[config.mk]
export PLATFORM = sky130hd
export DESIGN_NAME = id_stage_pipe_flat
export DESIGN_NICKNAME = d
export VERILOG_FILES = /design/src/rtl/id_stage_pipe_pkg.sv /design/src/rtl/id_stage_pipe_if.sv /design/src/rtl/id_stage_pipe_regfile.sv /design/src/rtl/id_stage_pipe.sv /design/src/flat_wrapper.sv
export SDC_FILE = /design/constraint.sdc
export NUM_CORES = 2
export LEC_CHECK = 0
export CAP_MARGIN = 20
export CORE_ASPECT_RATIO = 1.4
export CORE_UTILIZATION = 55
export DETAILED_ROUTE_END_ITERATION = 8
export PLACE_DENSITY = 0.75
export SETUP_SLACK_MARGIN = 0.1
export SYNTH_ARGS = -nofsm -noshare
export SYNTH_HDL_FRONTEND = slang
export SYNTH_SLANG_ARGS = --single-unit
export TNS_END_PERCENT = 100
[constraint.sdc]
create_clock -name clk -period 3.3 [get_ports clk]
set_input_delay 0.66 -clock clk [delete_from_list [all_inputs] [get_ports clk]]
set_output_delay 0.66 -clock clk [all_outputs]
set_load 0.01 [all_outputs]
[src/rtl/id_stage_pipe_pkg.sv]
// Shared decode constants for the ID stage: opcodes, ALU operation encodings,
// forwarding selects and raw immediate-field extractors.
package id_pkg;

    localparam logic [6:0] OPC_R      = 7'b0110011;
    localparam logic [6:0] OPC_I      = 7'b0010011;
    localparam logic [6:0] OPC_LOAD   = 7'b0000011;
    localparam logic [6:0] OPC_STORE  = 7'b0100011;
    localparam logic [6:0] OPC_BRANCH = 7'b1100011;
    localparam logic [6:0] OPC_JAL    = 7'b1101111;
    localparam logic [6:0] OPC_JALR   = 7'b1100111;
    localparam logic [6:0] OPC_LUI    = 7'b0110111;
    localparam logic [6:0] OPC_AUIPC  = 7'b0010111;

    typedef enum logic [3:0] {
        ALU_ADD  = 4'd0,
        ALU_SUB  = 4'd1,
        ALU_SLL  = 4'd2,
        ALU_SLT  = 4'd3,
        ALU_SLTU = 4'd4,
        ALU_XOR  = 4'd5,
        ALU_SRL  = 4'd6,
        ALU_SRA  = 4'd7,
        ALU_OR   = 4'd8,
        ALU_AND  = 4'd9
    } alu_op_e;

    localparam logic [1:0] FWD_RF    = 2'b00;
    localparam logic [1:0] FWD_EXMEM = 2'b10;
    localparam logic [1:0] FWD_MEMWB = 2'b01;

    // Raw immediates; the stage sign-extends them to its own XLEN.
    function automatic logic [11:0] imm_i(input logic [31:0] instr);
        return instr[31:20];
    endfunction

    function automatic logic [11:0] imm_s(input logic [31:0] instr);
        return {instr[31:25], instr[11:7]};
    endfunction

    function automatic logic [31:0] imm_u(input logic [31:0] instr);
        return {instr[31:12], 12'b0};
    endfunction

    function automatic logic uses_rs2(input logic [6:0] opc);
        return (opc == OPC_R) || (opc == OPC_STORE) || (opc == OPC_BRANCH);
    endfunction

    function automatic alu_op_e alu_decode(input logic [2:0] f3, input logic b30,
                                           input logic is_r);
        case (f3)
            3'd0:    return (is_r && b30) ? ALU_SUB : ALU_ADD;
            3'd1:    return ALU_SLL;
            3'd2:    return ALU_SLT;
            3'd3:    return ALU_SLTU;
            3'd4:    return ALU_XOR;
            3'd5:    return b30 ? ALU_SRA : ALU_SRL;
            3'd6:    return ALU_OR;
            default: return ALU_AND;
        endcase
    endfunction

endpackage

[src/rtl/id_stage_pipe_if.sv]
// IF/ID handshake and ID/EX issue bundle of the decode stage.
interface id_stage_pipe_if #(
    parameter int XLEN   = 32,
    parameter int REG_AW = 5
);
    logic              in_valid;
    logic              in_ready;
    logic [31:0]       instr;
    logic [XLEN-1:0]   pc;
    logic              flush;

    logic              ex_valid;
    logic [6:0]        ex_op;
    logic [REG_AW-1:0] ex_rd;
    logic [REG_AW-1:0] ex_rs1;
    logic [REG_AW-1:0] ex_rs2;
    logic              ex_mem_read;
    logic              ex_mem_write;
    logic              ex_reg_write;
    logic              ex_jump;
    logic              ex_branch;
    logic [3:0]        ex_alu_op;
    logic [1:0]        ex_forwA;
    logic [1:0]        ex_forwB;
    logic [XLEN-1:0]   ex_op1;
    logic [XLEN-1:0]   ex_op2;
    logic [XLEN-1:0]   ex_sdata;
    logic [XLEN-1:0]   ex_pc;

    modport master (
        output in_valid, instr, pc, flush,
        input  in_ready, ex_valid, ex_op, ex_rd, ex_rs1, ex_rs2, ex_mem_read,
               ex_mem_write, ex_reg_write, ex_jump, ex_branch, ex_alu_op,
               ex_forwA, ex_forwB, ex_op1, ex_op2, ex_sdata, ex_pc
    );

    modport slave (
        input  in_valid, instr, pc, flush,
        output in_ready, ex_valid, ex_op, ex_rd, ex_rs1, ex_rs2, ex_mem_read,
               ex_mem_write, ex_reg_write, ex_jump, ex_branch, ex_alu_op,
               ex_forwA, ex_forwB, ex_op1, ex_op2, ex_sdata, ex_pc
    );
endinterface

[src/rtl/id_stage_pipe_regfile.sv]
// 2-read / 1-write register file with write-first bypass; x0 is hardwired to zero.
module regfile_bypass_p #(
    parameter int XLEN   = 32,
    parameter int REG_AW = 5
) (
    input  logic              clk,
    input  logic              rst,
    input  logic              i_we,
    input  logic [REG_AW-1:0] i_waddr,
    input  logic [XLEN-1:0]   i_wdata,
    input  logic [REG_AW-1:0] i_raddr1,
    input  logic [REG_AW-1:0] i_raddr2,
    output logic [XLEN-1:0]   o_rdata1,
    output logic [XLEN-1:0]   o_rdata2
);
    localparam int NREG = 2 ** REG_AW;

    logic [XLEN-1:0] r_mem [NREG];
    logic            w_wr;

    assign w_wr = i_we && (i_waddr != '0);

    // NOTE: the array is cleared by reset because the architecture demands zeroed
    // registers after reset; this prevents mapping it onto a RAM macro.
    always_ff @(posedge clk) begin
        if (rst) begin
            for (int i = 0; i < NREG; i++) r_mem[i] <= '0;
        end else if (w_wr) begin
            r_mem[i_waddr] <= i_wdata;
        end
    end

    assign o_rdata1 = (i_raddr1 == '0) ? '0 :
                      (w_wr && i_waddr == i_raddr1) ? i_wdata : r_mem[i_raddr1];
    assign o_rdata2 = (i_raddr2 == '0) ? '0 :
                      (w_wr && i_waddr == i_raddr2) ? i_wdata : r_mem[i_raddr2];
endmodule

[src/rtl/id_stage_pipe.sv]
// Registered decode stage: decodes IF/ID, reads the regfile, detects load-use
// hazards against its own issued op and loads the ID/EX register.
module id_stage_pipe
    import id_pkg::*;
#(
    parameter int XLEN   = 32,
    parameter int REG_AW = 5,
    parameter int CNT_W  = 16
) (
    input  logic              clk,
    input  logic              rst,
    id_stage_pipe_if.slave    bus,
    input  logic              exmem_regWrite,
    input  logic [REG_AW-1:0] exmem_rd,
    input  logic              memwb_regWrite,
    input  logic [REG_AW-1:0] memwb_rd,
    input  logic [XLEN-1:0]   wb_data,
    output logic              stall,
    output logic [CNT_W-1:0]  stall_cnt
);
    typedef struct packed {
        logic              valid;
        logic [6:0]        op;
        logic [REG_AW-1:0] rd;
        logic [REG_AW-1:0] rs1;
        logic [REG_AW-1:0] rs2;
        logic              mem_read;
        logic              mem_write;
        logic              reg_write;
        logic              jump;
        logic              branch;
        alu_op_e           alu_op;
        logic [1:0]        forw_a;
        logic [1:0]        forw_b;
        logic [XLEN-1:0]   op1;
        logic [XLEN-1:0]   op2;
        logic [XLEN-1:0]   sdata;
        logic [XLEN-1:0]   pc;
    } idex_t;

    idex_t             r_idex;
    idex_t             w_dec;
    idex_t             w_next;
    logic [CNT_W-1:0]  r_stall_cnt;
    logic [6:0]        w_opcode;
    logic [2:0]        w_f3;
    logic [REG_AW-1:0] w_rd, w_rs1, w_rs2;
    logic [XLEN-1:0]   w_rs1_data, w_rs2_data;
    logic [XLEN-1:0]   w_imm_i, w_imm_s, w_imm_u;
    logic              w_ld_hit;

    assign w_opcode = bus.instr[6:0];
    assign w_f3     = bus.instr[14:12];
    assign w_rd     = bus.instr[7 +: REG_AW];
    assign w_rs1    = bus.instr[15 +: REG_AW];
    assign w_rs2    = bus.instr[20 +: REG_AW];
    assign w_imm_i  = XLEN'($signed(imm_i(bus.instr)));
    assign w_imm_s  = XLEN'($signed(imm_s(bus.instr)));
    assign w_imm_u  = XLEN'($signed(imm_u(bus.instr)));

    regfile_bypass_p #(.XLEN(XLEN), .REG_AW(REG_AW)) u_rf (
        .clk      (clk),
        .rst      (rst),
        .i_we     (memwb_regWrite),
        .i_waddr  (memwb_rd),
        .i_wdata  (wb_data),
        .i_raddr1 (w_rs1),
        .i_raddr2 (w_rs2),
        .o_rdata1 (w_rs1_data),
        .o_rdata2 (w_rs2_data)
    );

    // The op now in ID/EX sits in EX/MEM when this one executes, hence the 10 select.
    function automatic logic [1:0] fwd_sel(input logic [REG_AW-1:0] rs, input idex_t ex,
                                           input logic xm_we, input logic [REG_AW-1:0] xm_rd);
        if (ex.valid && ex.reg_write && ex.rd != '0 && ex.rd == rs) return FWD_EXMEM;
        if (xm_we && xm_rd != '0 && xm_rd == rs) return FWD_MEMWB;
        return FWD_RF;
    endfunction

    assign w_ld_hit = r_idex.valid && r_idex.mem_read && (r_idex.rd != '0) &&
                      ((r_idex.rd == w_rs1) || (uses_rs2(w_opcode) && r_idex.rd == w_rs2));
    assign stall        = bus.in_valid && w_ld_hit && !bus.flush;
    assign bus.in_ready = !stall;

    // NOTE: every field gets a default before the case so no path leaves a latch.
    always_comb begin
        w_dec           = '0;
        w_dec.valid     = 1'b1;
        w_dec.op        = w_opcode;
        w_dec.rd        = w_rd;
        w_dec.rs1       = w_rs1;
        w_dec.rs2       = w_rs2;
        w_dec.alu_op    = ALU_ADD;
        w_dec.forw_a    = fwd_sel(w_rs1, r_idex, exmem_regWrite, exmem_rd);
        w_dec.forw_b    = fwd_sel(w_rs2, r_idex, exmem_regWrite, exmem_rd);
        w_dec.op1       = w_rs1_data;
        w_dec.op2       = w_rs2_data;
        w_dec.sdata     = w_rs2_data;
        w_dec.pc        = bus.pc;
        case (w_opcode)
            OPC_R: begin
                w_dec.reg_write = 1'b1;
                w_dec.alu_op    = alu_decode(w_f3, bus.instr[30], 1'b1);
            end
            OPC_I: begin
                w_dec.reg_write = 1'b1;
                w_dec.alu_op    = alu_decode(w_f3, bus.instr[30], 1'b0);
                w_dec.op2       = w_imm_i;
            end
            OPC_LOAD: begin
                w_dec.mem_read  = 1'b1;
                w_dec.reg_write = 1'b1;
                w_dec.op2       = w_imm_i;
            end
            OPC_STORE: begin
                w_dec.mem_write = 1'b1;
                w_dec.op2       = w_imm_s;
            end
            OPC_BRANCH: begin
                w_dec.branch = 1'b1;
                w_dec.alu_op = ALU_SUB;
            end
            OPC_JAL: begin
                w_dec.jump      = 1'b1;
                w_dec.reg_write = 1'b1;
                w_dec.op1       = bus.pc;
                w_dec.op2       = XLEN'(4);
            end
            OPC_JALR: begin
                w_dec.jump      = 1'b1;
                w_dec.reg_write = 1'b1;
                w_dec.op2       = XLEN'(4);
            end
            OPC_LUI: begin
                w_dec.reg_write = 1'b1;
                w_dec.op1       = '0;
                w_dec.op2       = w_imm_u;
            end
            OPC_AUIPC: begin
                w_dec.reg_write = 1'b1;
                w_dec.op1       = bus.pc;
                w_dec.op2       = w_imm_u;
            end
            default: ;
        endcase
    end

    assign w_next = (bus.flush || stall || !bus.in_valid) ? idex_t'('0) : w_dec;

    // NOTE: sequential state uses non-blocking assignments so every flop samples
    // pre-edge values regardless of statement order.
    always_ff @(posedge clk) begin
        if (rst) begin
            r_idex      <= '0;
            r_stall_cnt <= '0;
        end else begin
            r_idex <= w_next;
            if (stall && !(&r_stall_cnt)) r_stall_cnt <= r_stall_cnt + 1'b1;
        end
    end

    assign stall_cnt        = r_stall_cnt;
    assign bus.ex_valid     = r_idex.valid;
    assign bus.ex_op        = r_idex.op;
    assign bus.ex_rd        = r_idex.rd;
    assign bus.ex_rs1       = r_idex.rs1;
    assign bus.ex_rs2       = r_idex.rs2;
    assign bus.ex_mem_read  = r_idex.mem_read;
    assign bus.ex_mem_write = r_idex.mem_write;
    assign bus.ex_reg_write = r_idex.reg_write;
    assign bus.ex_jump      = r_idex.jump;
    assign bus.ex_branch    = r_idex.branch;
    assign bus.ex_alu_op    = r_idex.alu_op;
    assign bus.ex_forwA     = r_idex.forw_a;
    assign bus.ex_forwB     = r_idex.forw_b;
    assign bus.ex_op1       = r_idex.op1;
    assign bus.ex_op2       = r_idex.op2;
    assign bus.ex_sdata     = r_idex.sdata;
    assign bus.ex_pc        = r_idex.pc;
endmodule

[src/flat_wrapper.sv]
// flat-port wrapper written by rule: the top's interface ports become plain ports
module id_stage_pipe_flat import id_pkg::*;
#(
    parameter int XLEN   = 32,
    parameter int REG_AW = 5,
    parameter int CNT_W  = 16
)
  (clk, rst, exmem_regWrite, exmem_rd, memwb_regWrite, memwb_rd, wb_data, stall, stall_cnt, bus_in_valid, bus_instr, bus_pc, bus_flush, bus_in_ready, bus_ex_valid, bus_ex_op, bus_ex_rd, bus_ex_rs1, bus_ex_rs2, bus_ex_mem_read, bus_ex_mem_write, bus_ex_reg_write, bus_ex_jump, bus_ex_branch, bus_ex_alu_op, bus_ex_forwA, bus_ex_forwB, bus_ex_op1, bus_ex_op2, bus_ex_sdata, bus_ex_pc);
  id_stage_pipe_if #(.XLEN(XLEN), .REG_AW(REG_AW)) bus_i ();
  input  logic clk;
  input  logic rst;
  input  logic exmem_regWrite;
  input  logic [REG_AW-1:0] exmem_rd;
  input  logic memwb_regWrite;
  input  logic [REG_AW-1:0] memwb_rd;
  input  logic [XLEN-1:0] wb_data;
  output logic stall;
  output logic [CNT_W-1:0] stall_cnt;
  input wire logic [$bits(bus_i.in_valid)-1:0] bus_in_valid;
  input wire logic [$bits(bus_i.instr)-1:0] bus_instr;
  input wire logic [$bits(bus_i.pc)-1:0] bus_pc;
  input wire logic [$bits(bus_i.flush)-1:0] bus_flush;
  output wire logic [$bits(bus_i.in_ready)-1:0] bus_in_ready;
  output wire logic [$bits(bus_i.ex_valid)-1:0] bus_ex_valid;
  output wire logic [$bits(bus_i.ex_op)-1:0] bus_ex_op;
  output wire logic [$bits(bus_i.ex_rd)-1:0] bus_ex_rd;
  output wire logic [$bits(bus_i.ex_rs1)-1:0] bus_ex_rs1;
  output wire logic [$bits(bus_i.ex_rs2)-1:0] bus_ex_rs2;
  output wire logic [$bits(bus_i.ex_mem_read)-1:0] bus_ex_mem_read;
  output wire logic [$bits(bus_i.ex_mem_write)-1:0] bus_ex_mem_write;
  output wire logic [$bits(bus_i.ex_reg_write)-1:0] bus_ex_reg_write;
  output wire logic [$bits(bus_i.ex_jump)-1:0] bus_ex_jump;
  output wire logic [$bits(bus_i.ex_branch)-1:0] bus_ex_branch;
  output wire logic [$bits(bus_i.ex_alu_op)-1:0] bus_ex_alu_op;
  output wire logic [$bits(bus_i.ex_forwA)-1:0] bus_ex_forwA;
  output wire logic [$bits(bus_i.ex_forwB)-1:0] bus_ex_forwB;
  output wire logic [$bits(bus_i.ex_op1)-1:0] bus_ex_op1;
  output wire logic [$bits(bus_i.ex_op2)-1:0] bus_ex_op2;
  output wire logic [$bits(bus_i.ex_sdata)-1:0] bus_ex_sdata;
  output wire logic [$bits(bus_i.ex_pc)-1:0] bus_ex_pc;
  assign bus_i.in_valid = bus_in_valid;
  assign bus_i.instr = bus_instr;
  assign bus_i.pc = bus_pc;
  assign bus_i.flush = bus_flush;
  assign bus_in_ready = bus_i.in_ready;
  assign bus_ex_valid = bus_i.ex_valid;
  assign bus_ex_op = bus_i.ex_op;
  assign bus_ex_rd = bus_i.ex_rd;
  assign bus_ex_rs1 = bus_i.ex_rs1;
  assign bus_ex_rs2 = bus_i.ex_rs2;
  assign bus_ex_mem_read = bus_i.ex_mem_read;
  assign bus_ex_mem_write = bus_i.ex_mem_write;
  assign bus_ex_reg_write = bus_i.ex_reg_write;
  assign bus_ex_jump = bus_i.ex_jump;
  assign bus_ex_branch = bus_i.ex_branch;
  assign bus_ex_alu_op = bus_i.ex_alu_op;
  assign bus_ex_forwA = bus_i.ex_forwA;
  assign bus_ex_forwB = bus_i.ex_forwB;
  assign bus_ex_op1 = bus_i.ex_op1;
  assign bus_ex_op2 = bus_i.ex_op2;
  assign bus_ex_sdata = bus_i.ex_sdata;
  assign bus_ex_pc = bus_i.ex_pc;
  id_stage_pipe #(.XLEN(XLEN), .REG_AW(REG_AW), .CNT_W(CNT_W)) u_core (.clk(clk), .rst(rst), .bus(bus_i), .exmem_regWrite(exmem_regWrite), .exmem_rd(exmem_rd), .memwb_regWrite(memwb_regWrite), .memwb_rd(memwb_rd), .wb_data(wb_data), .stall(stall), .stall_cnt(stall_cnt));
endmodule
# After elaboration in Yosys (flattened, before gate mapping)
# Memory sizes are Yosys's and may differ from the RTL's.
# Index checks and enable logic that the tools add are counted.
dict set report op_classes {
  reduce_logical 40
  addsub 1
  mux 39
  eq_ne 21
}
# operator count
set op_table {}
lappend op_table {{$mux 164} 1}
lappend op_table {{$mux 32} 5}
lappend op_table {{$pmux 32 s4} 1}
lappend op_table {{$pmux 32 s2} 1}
lappend op_table {{$pmux 4 s7} 2}
lappend op_table {{$reduce_or 32->1} 1}
lappend op_table {{$eq 5x5->1} 6}
lappend op_table {{$eq 7x6->1 const B} 3}
lappend op_table {{$eq 7x7->1 const B} 3}
lappend op_table {{$mux 1} 19}
lappend op_table {{$logic_and 1x1->1} 17}
lappend op_table {{$add 16x1->16 const B} 1}
lappend op_table {{$mux 2} 8}
lappend op_table {{$reduce_and 16->1} 1}
lappend op_table {{$reduce_bool 5->1} 3}
lappend op_table {{$eq 7x5->1 const B} 2}
lappend op_table {{$pmux 4 s3} 1}
lappend op_table {{$logic_not 5->1} 2}
lappend op_table {{$reduce_or 2->1} 5}
lappend op_table {{$eq 3x3->1 const B} 3}
lappend op_table {{$eq 7x2->1 const B} 1}
lappend op_table {{$reduce_or 7->1} 1}
lappend op_table {{$eq 3x2->1 const B} 2}
lappend op_table {{$logic_or 1x1->1} 5}
lappend op_table {{4 further kinds} 7}
dict set report totals {
  ff_bits 180
  memories 1
  output_inout_bits 182
  word_cells 120
  input_bits 112
  ram_bits 1024
}
# memory depth width rd rd_clocked_by_memory_dff wr line_no
set memory_table {}
lappend memory_table {u_core.u_rf.r_mem 32 32 2 0 32 id_stage_pipe_regfile.sv:18} ;# logic [XLEN-1:0] r_mem [NREG];

# Logic depth before layout (Yosys ltp)
dict set report logic_depth {
  word_depth 11
  ltp_mapped 11
  ltp_nobuf 7
}

# Modules after synthesis
# Synthesis repeated with hierarchy kept, for this count alone.
dict set report hier_totals {
  hier_cells 4534
  area_unflattened_um2 61859.3
}
# module cells_each area_each_um2 instances seq_area_each_um2
set by_module_without_submodules {}
lappend by_module_without_submodules {regfile_bypass_p 3918 55723.4 1 30749.5}
lappend by_module_without_submodules {id_stage_pipe 616 6135.9 1 3603.5}

# Least setup slack after synthesis
# Ideal clock, no wire load.
dict set report synth_timing {
  kind {input -> register}
  startpoint {input port bus_instr[15]}
  endpoint {register u_core.r_idex (netlist bit u_core.bus.ex_op1[16])}
  arrival_ps 2820
  path_slack_ps 363
  required_time_ps 3183
  setup_time_ps 117
  cell_stages 8
  path_buffers 3
  cell_sequence {buf_2 -> buf_2 -> buf_1 -> mux4_2 -> mux2i_1 -> nor2_1 -> or3_1 -> a32o_1}
}
dict set report synth_via {
  elab_chain_len 8
  elab_cells_between_ends 15
  classes_between {2 x eq/ne; 3 x mux; 9 x reduce/logical; 1 x memory}
}
# element line_no
set synth_rtl {}
lappend synth_rtl {{from (decl)} flat_wrapper.sv:20} ;# input wire logic [$bits(bus_i.instr)-1:0] bus_instr;
lappend synth_rtl {{branches (longest 8 deep; another with $mem_v2 32x32)} --}
lappend synth_rtl {{to (signal assigned)} id_stage_pipe.sv:158} ;# r_idex <= w_next;
lappend synth_rtl {{to (decl)} id_stage_pipe.sv:41} ;# idex_t r_idex;
# Parallel ways; which one is timed is not known.
# A chain may end at the register's enable or synchronous reset.

# Worst setup path in the final report
dict set report layout_timing {
  startpoint {input port bus_instr[24]}
  endpoint {register u_core.r_idex (netlist bit u_core.bus.ex_op2[24])}
}
dict set report layout_via {
  elab_chain_len 9
  elab_cells_between_ends 16
  classes_between {2 x eq/ne; 3 x mux; 10 x reduce/logical; 1 x memory}
}
# element
set layout_rtl {}
lappend layout_rtl {{branches (longest 9 deep; another with $mem_v2 32x32)}}
# Parallel ways; which one is timed is not known.

==> results.toml <==
[placed_design]
place_area_sq_um = 68900
place_hpwl_um = 140000
gp_congestion = 0.967
port_buffers = 293
placed_cells = 6341

[die]
fp.coreArea_sq_um = 110000
die_area_sq_um = 113000
floorplan.initialDensity = 0.557
die_w_um = 285
die_y_um = 398
floorplan.rows = 144
ioPinCount = 294

[worst_setup_path]
reg2reg_slack_ns = 0.60
r2r_start = "u_core.bus.ex_rd[0]"
required_ns = 3.93
arrival_ns = 3.85
endpoint = "u_core.bus.ex_op2[24]"
cp-startpoint = "bus_instr[24]"
setup.worst_path.class = "input pin to flip-flop"
cp-end-kind = "flip-flop"
worstPathMaxFanout = 21
startpoint_type = "input pin"
reg2reg_to = "u_core.stall_cnt[4]"
reg2reg_depth = 8

[cts]
htree_levels = 3
numClockSinks = 1204
cts_tree = "yes"
numCtsBuffers = 114
insertion_delay_ns = 0.75
cts_max_path_buffers = 3
cts.clk_slew.worst_paths_ns = 0.06
root_buffer = "clkbuf_16"

[timing]
rsz0062_at_grt = "true"
period_share = 0.976
fin_setup_tns_ns = 0
max_freq_ghz = 0.310
clock_skew_ns = 0.0447
tightest_slew_ns = 1.18
hold_viol_final = 0
setup_viol = 0
drv_slew = 0
finalCriticalPeriod_ns = 3.22
relSlewSlack = 0.207

[power]
swShare = 0.252
switchingPower_uw = 9010
ir_drop_uv = 492
p_comb_frac = 0.130
leakage_uw = 0.0267
clock_power_share = 0.376
p_total_uw = 35800
intPower_uw = 26800
p_per_area_nw_per_um2 = 492
seqPwrFrac = 0.494

[global_route]
grt_max_degree = 84
grt-ovfl-total = 0
grt_pass1_wl_um = 295000
antenna_found_initial = 16
grt_pass1_vias = 43248
grt_usage = 0.362

[detailed_routing]
drt_wl_total_um = 207000
ant_nets = 0
drtIter0Drc = 6146
wl_per_cell_um = 31.5
vias = 44041
drt_pass1_iterations = 6
drc = 0
viasPerCell = 6.71

[min_path]
hp-class = "input pin to flip-flop"

[synth]
synth_area_per_cell_sq_um = 13.3
async_reset_ff_frac = 0
synth.most_common_cell = "edfxtp_1"
synthTopCellsByArea = "edfxtp_1 (50%), mux4_2 (12%), and2_1 (10%), mux2i_1 (6.3%), dfxtp_1 (5.9%)"
ys.flop_type = "edfxtp_1"
synth_top_cell_by_area = "edfxtp_1"
synth-seq-cells = 1204
yosys.area.top_type_share = 0.500
synth_common_cells = "edfxtp_1 (1024), and2_1 (997), mux2i_1 (384)"
synth_edf_count = 1024
ys_warn_count = 0
synth_cell_types = 65
netlist_instances = 4619
netlist_area_sq_um = 61500
yosysSeqAreaShare = 0.559

[layout]
nNetsFinal = 5113
final_area_sq_um = 72700
n_antenna_cell = 0
fin_cells = 6560
syn_to_final_growth_pct = 18.3
drive_above_1_share = 0.209

[outcome]
outcome = "completed"

[job]
drv_cap = 0
cells in the final DEF (no fill, tap or decap), types with 131 or more instances in the layout:
cell type        count
nand2_1            138
dfxtp_1            177
a22oi_1            174
mux4_2             334
mux2i_1            384
clkdlybuf4s50_1    279
buf_4              313
nand3_1            131
edfxtp_1          1024
and2_1             997
worst max-delay path: stages:
cell,delay (ns)
clkdlybuf4s50_1,0.54
buf_4,0.44
or3b_2,0.32
buf_12,0.16
o22ai_1,0.09
nor4_1,0.58
a41oi_1,0.36
o31a_1,0.41
a211oi_1,0.25
sequential cells by signal (all words and copies together) (netlist names):
register and cells:
u_core.u_rf.r_mem 1024, u_core.bus.ex_mem_read 1, u_core.bus.ex_forwA 2, u_core.bus.ex_sdata 32, u_core.bus.ex_rs1 5, u_core.bus.ex_forwB 2
u_core.bus.ex_rs2 5, u_core.bus.ex_reg_write 1, u_core.bus.ex_rd 5, u_core.bus.ex_jump 1, u_core.bus.ex_pc 32, u_core.bus.ex_op2 32
u_core.bus.ex_valid 1, u_core.bus.ex_branch 1, u_core.bus.ex_alu_op 4, u_core.bus.ex_op 7, u_core.stall_cnt 16, u_core.bus.ex_op1 32
u_core.bus.ex_mem_write 1
layer usage:
| layer | wire [um] | up-vias | track usage |
|---|---|---|---|
| li1 | - | 18113 | - |
| met1 | 68600 | 21673 | 0.439 |
| met2 | 97900 | 3470 | 0.594 |
| met3 | 28100 | 769 | 0.0964 |
| met4 | 12100 | 16 | 0.193 |
| met5 | 103 | - | 0 |
power by group through the flow:
stage               clock (uW)  combinational, uW  sequential [uW]
CTS                      13500               4520            17600
detailed placement           0               4490            18000
global route             14000               4770            17700
finish                   13500               4640            17700
floorplan                    0               2440            17800
global placement             0               4450            17900
worst min path at each step:
stage,from,end,slack (ns),depth (start not counted)
after floorplan,u_core.stall_cnt[13],u_core.stall_cnt[13],0.50,2
after global placement,u_core.stall_cnt[6],u_core.stall_cnt[6],0.50,2
after detailed placement,u_core.stall_cnt[13],u_core.stall_cnt[13],0.49,2
after CTS,bus_instr[2],u_core.bus.ex_op[2],0.29,2
after global routing,bus_instr[2],u_core.bus.ex_op[2],0.33,2
final,bus_instr[2],u_core.bus.ex_op[2],0.32,2
per-stage QoR:
stage	worst slack, ns	hold WS, ns	utilization
2_1_floorplan	0.363	0.504	-
3_3_place_gp	-0.586	0.497	0.624
3_5_place_dp	-0.560	0.494	0.624
4_1_cts	0.106	0.293	0.659
5_1_grt	0.0699	0.328	0.659
6_report	0.0777	0.320	0.659
logic make-up after synthesis:
family / after synthesis / share of synthesized area
DFF: 1204 / 0.559
muxes: 750 / 0.191
other: 1 / 0.0000610
buffers and inverters: 476 / 0.0317
adders and majority gates: 1 / 0.000203
xor gates and xnor gates: 30 / 0.00427
and+or+nand+nor: 1670 / 0.157
AOI/OAI and AO/OA: 487 / 0.0573
layout make-up:
class	count	area [sq um]
Clock inverter	64	603
Fill cell	7771	37700
Clock buffer	152	3180
Tap cell	1460	1830
Timing Repair Buffer	701	7240
Multi-Input combinational cell	2970	25500
Inverter	9	33.8
Sequential cell	1204	34400
what timing repair did:
| action | in CTS | in global routing |
|---|---|---|
| hold buffers | 0 | 0 |
| endpoints found under the setup margin | 2 | 2 |
| endpoints found under the hold margin | 0 | 0 |
| pin swaps | 5 | 0 |
| resized for setup | 24 | 1 |
| buffers inserted | 3 | 0 |
Power figures use the tool's default switching activity.
==> RTL change (config.mk and constraints unchanged) <==
Register the output `stall_cnt` once more, with the module's reset; this adds one clock of latency there. The other outputs are not delayed to match.
--- a/src/rtl/id_stage_pipe.sv
+++ b/src/rtl/id_stage_pipe.sv
@@ -161,5 +161,11 @@
     end
 
-    assign stall_cnt        = r_stall_cnt;
+    always_ff @(posedge clk) begin
+        if (rst) begin
+            stall_cnt <= '0;
+        end else begin
+            stall_cnt <= r_stall_cnt;
+        end
+    end
     assign bus.ex_valid     = r_idex.valid;
     assign bus.ex_op        = r_idex.op;
Check against the original RTL: not settled (the Yosys comparison gave no result); the edit may change what the design does.
==> RTL change against the original RTL <==
- worst setup slack better by 37 ps
- first-iteration DRC count is 14% higher
- sequential share of layout area hardly changed
- synthesized area is 1.3% higher
- non-clock buffer count stayed put
- sequential cell count is 16 higher
- final area is 0.84% higher
- register-to-register slack worse by 50 ps
- highest routed layer unchanged
- total power is 1.4% higher
- routed wire length is 5.5% higher
- utilization is 0.33 points lower
==> RTL change: results (changes against the original RTL) <==
| Metric | Value |
|---|---|
| Status | completed |
| Share of cells above drive strength 1 | 20.2% (-0.72 points) |
| Maximum clock path buffer count | 3 (unchanged) |
| Clock skew | 26.4 ps (-18.3 ps) |
| Worst path max stage delay | 530 ps (-50 ps) |
| Gr usage total | 37.5% (+1.3 points) |
| First-pass GRT wire length | 309000 um (+4.7%) |
| Max reg flops | 1024 (unchanged) |
| Commonest cells in the netlist | 1024 x edfxtp_1, 998 x and2_1, 449 x mux2i_1, 302 x clkbuf_1, 222 x mux4_2 |
| Switching share of power | 25.4% (+0.21 points) |
| Largest net degree at the start of global routing | 98 (+17%) |
| Top reg by flops | u_core.u_rf.r_mem |
| Gate Count Post-Synth | 4791 (+3.7%) |
| Initial antenna violation count | 9 (-7) |
| Number of CTS-inserted buffers | 113 (-0.88%) |
| DP HPWL | 149000 um (+6.0%) |
| CP arrival | 2530 ps (-1320 ps) |
| Routability cong. | 0.987 (+2.1%) |
| Worst path top cell family by delay | simple AND/OR/NAND/NOR gates |
| Worst hold path class | input pin to flip-flop |
| Dpl cells | 6514 (+2.7%) |
| Filler instances | 8035 (+3.4%) |
| Critical path fanouts, max | 3 (-86%) |
| Synth unique cells | 82 (+26%) |
| Vias/cell | 6.80 (+1.3%) |
| VDD IR max | 0.000442 V (-10%) |
| Highest-delay cell along the critical path | or4_4 |
| Worst Tran Pin Value | 1170 ps (-13.3 ps) |
| Vias in the first global route | 44400 (+2.8%) |
| Iter 0 DRT Violations | 7008 (+14%) |
| Via count | 45800 (+4.1%) |
| Clock Pin Slew Worst Setup and Hold Paths | 60 ps (about the same) |
| Grt ovf | 0 (unchanged) |
| Top cells by area, synth | edfxtp_1 49%, and2_1 10%, mux4_2 8.0% |
| Post-DP Area | 69400 sq um (+0.71%) |
| Leak | 27.3 nW (+2.1%) |
| Sequential element share of the synthesized area | 55.6% (-0.22 points) |
| Wirelength per Cell | 32.4 um (+2.7%) |
| # nets final | 5280 (+3.3%) |
## RTL change: cell types whose count changed in the layout (fill, tap and decap cells not counted), moves of 36 or more
cell,before,now
a221oi_1,17,71
a22o_1,13,91
a22oi_1,174,88
mux2_2,32,139
mux2i_1,384,449
mux4_2,334,222
nand3_1,131,61
nor3_1,19,62
o22ai_1,26,68
or3_1,44,8
## RTL change: logic make-up (layout without fill, tap and decap cells)
family	count (synthesis)	in the layout	share of synthesized area, %
AND/OR/NAND/NOR	1624	1624	15.2
flip-flops	1220	1220	55.6
multiplexers	810	810	17.7
AO/OA/AOI/OAI	619	619	7.33
buffers and inverters	483	928	3.55
XOR/XNOR	33	33	0.464
adder cells (fa/ha/maj)	1	1	0.0201
other	1	37	0.00602
## RTL change: final timing paths
path	slack, ps	depth (start not counted)	from	to
min	330	4	bus_instr[20]	u_core.bus.ex_forwB[0]$_SDFF_PP0_
max	110	7	u_core.bus.ex_rd[1]$_SDFF_PP0_	bus_in_ready
max reg2reg	550	7	u_core.u_rf.r_mem[20][13]$_SDFFCE_PN0P_	u_core.bus.ex_op2[13]$_SDFF_PP0_
min reg2reg	490	1	u_core.r_stall_cnt[13]$_SDFFE_PP0P_	u_core.stall_cnt[13]$_SDFF_PP0_
## RTL change: tightest hold or removal path: stages
cell and delay (ps):
buf_8 150, xnor2_1 90, nand3_1 80, nor4_1 40
## RTL change: stage by stage
| stage | TNS, ps | worst slack (ps) |
|---|---|---|
| finish | 0 | 115 |
| global route | 0 | 83.1 |
| CTS | 0 | 67.8 |
| detailed placement | -6070 | -534 |
| global placement | -6430 | -534 |
| floorplan | 0 | 641 |
## RTL change: timing repair
| item | in CTS | in global routing |
|---|---|---|
| setup endpoints to repair | 2 | 5 |
| buffers inserted | 5 | 3 |
| gates resized for setup | 11 | 3 |
| pin swaps | 1 | 1 |
## RTL change: cell type report
class                      instances  area, sq um  area share (%)
sequential                      1220        34700            47.3
multi-input combinational       3119        25700            35.1
timing repair buffer             701         7170            9.77
clock buffer                     143         3140            4.27
tap                             1470         1840            2.51
clock inverter                    72          733            1.00
inverter                          12         45.0          0.0614
antenna                            5         12.5          0.0171
## RTL change: power by group through the flow
stage	clock network [mW]	logic [mW]	registers, mW
after floorplan	0	2.44	18.0
after global placement	0	4.48	18.1
after detailed placement	0	4.51	18.2
after CTS	13.7	4.54	17.8
after global routing	14.3	4.80	17.9
final	13.7	4.69	17.9
## RTL change: layer usage
metal  up-vias  wire length, um  global-route usage (%)
li1      18700                -                       -
met1     22600            74800                    47.2
met2      3673           102000                    59.8
met3       779            28200                    9.03
met4        10            13600                    20.3
met5         -               69                       0
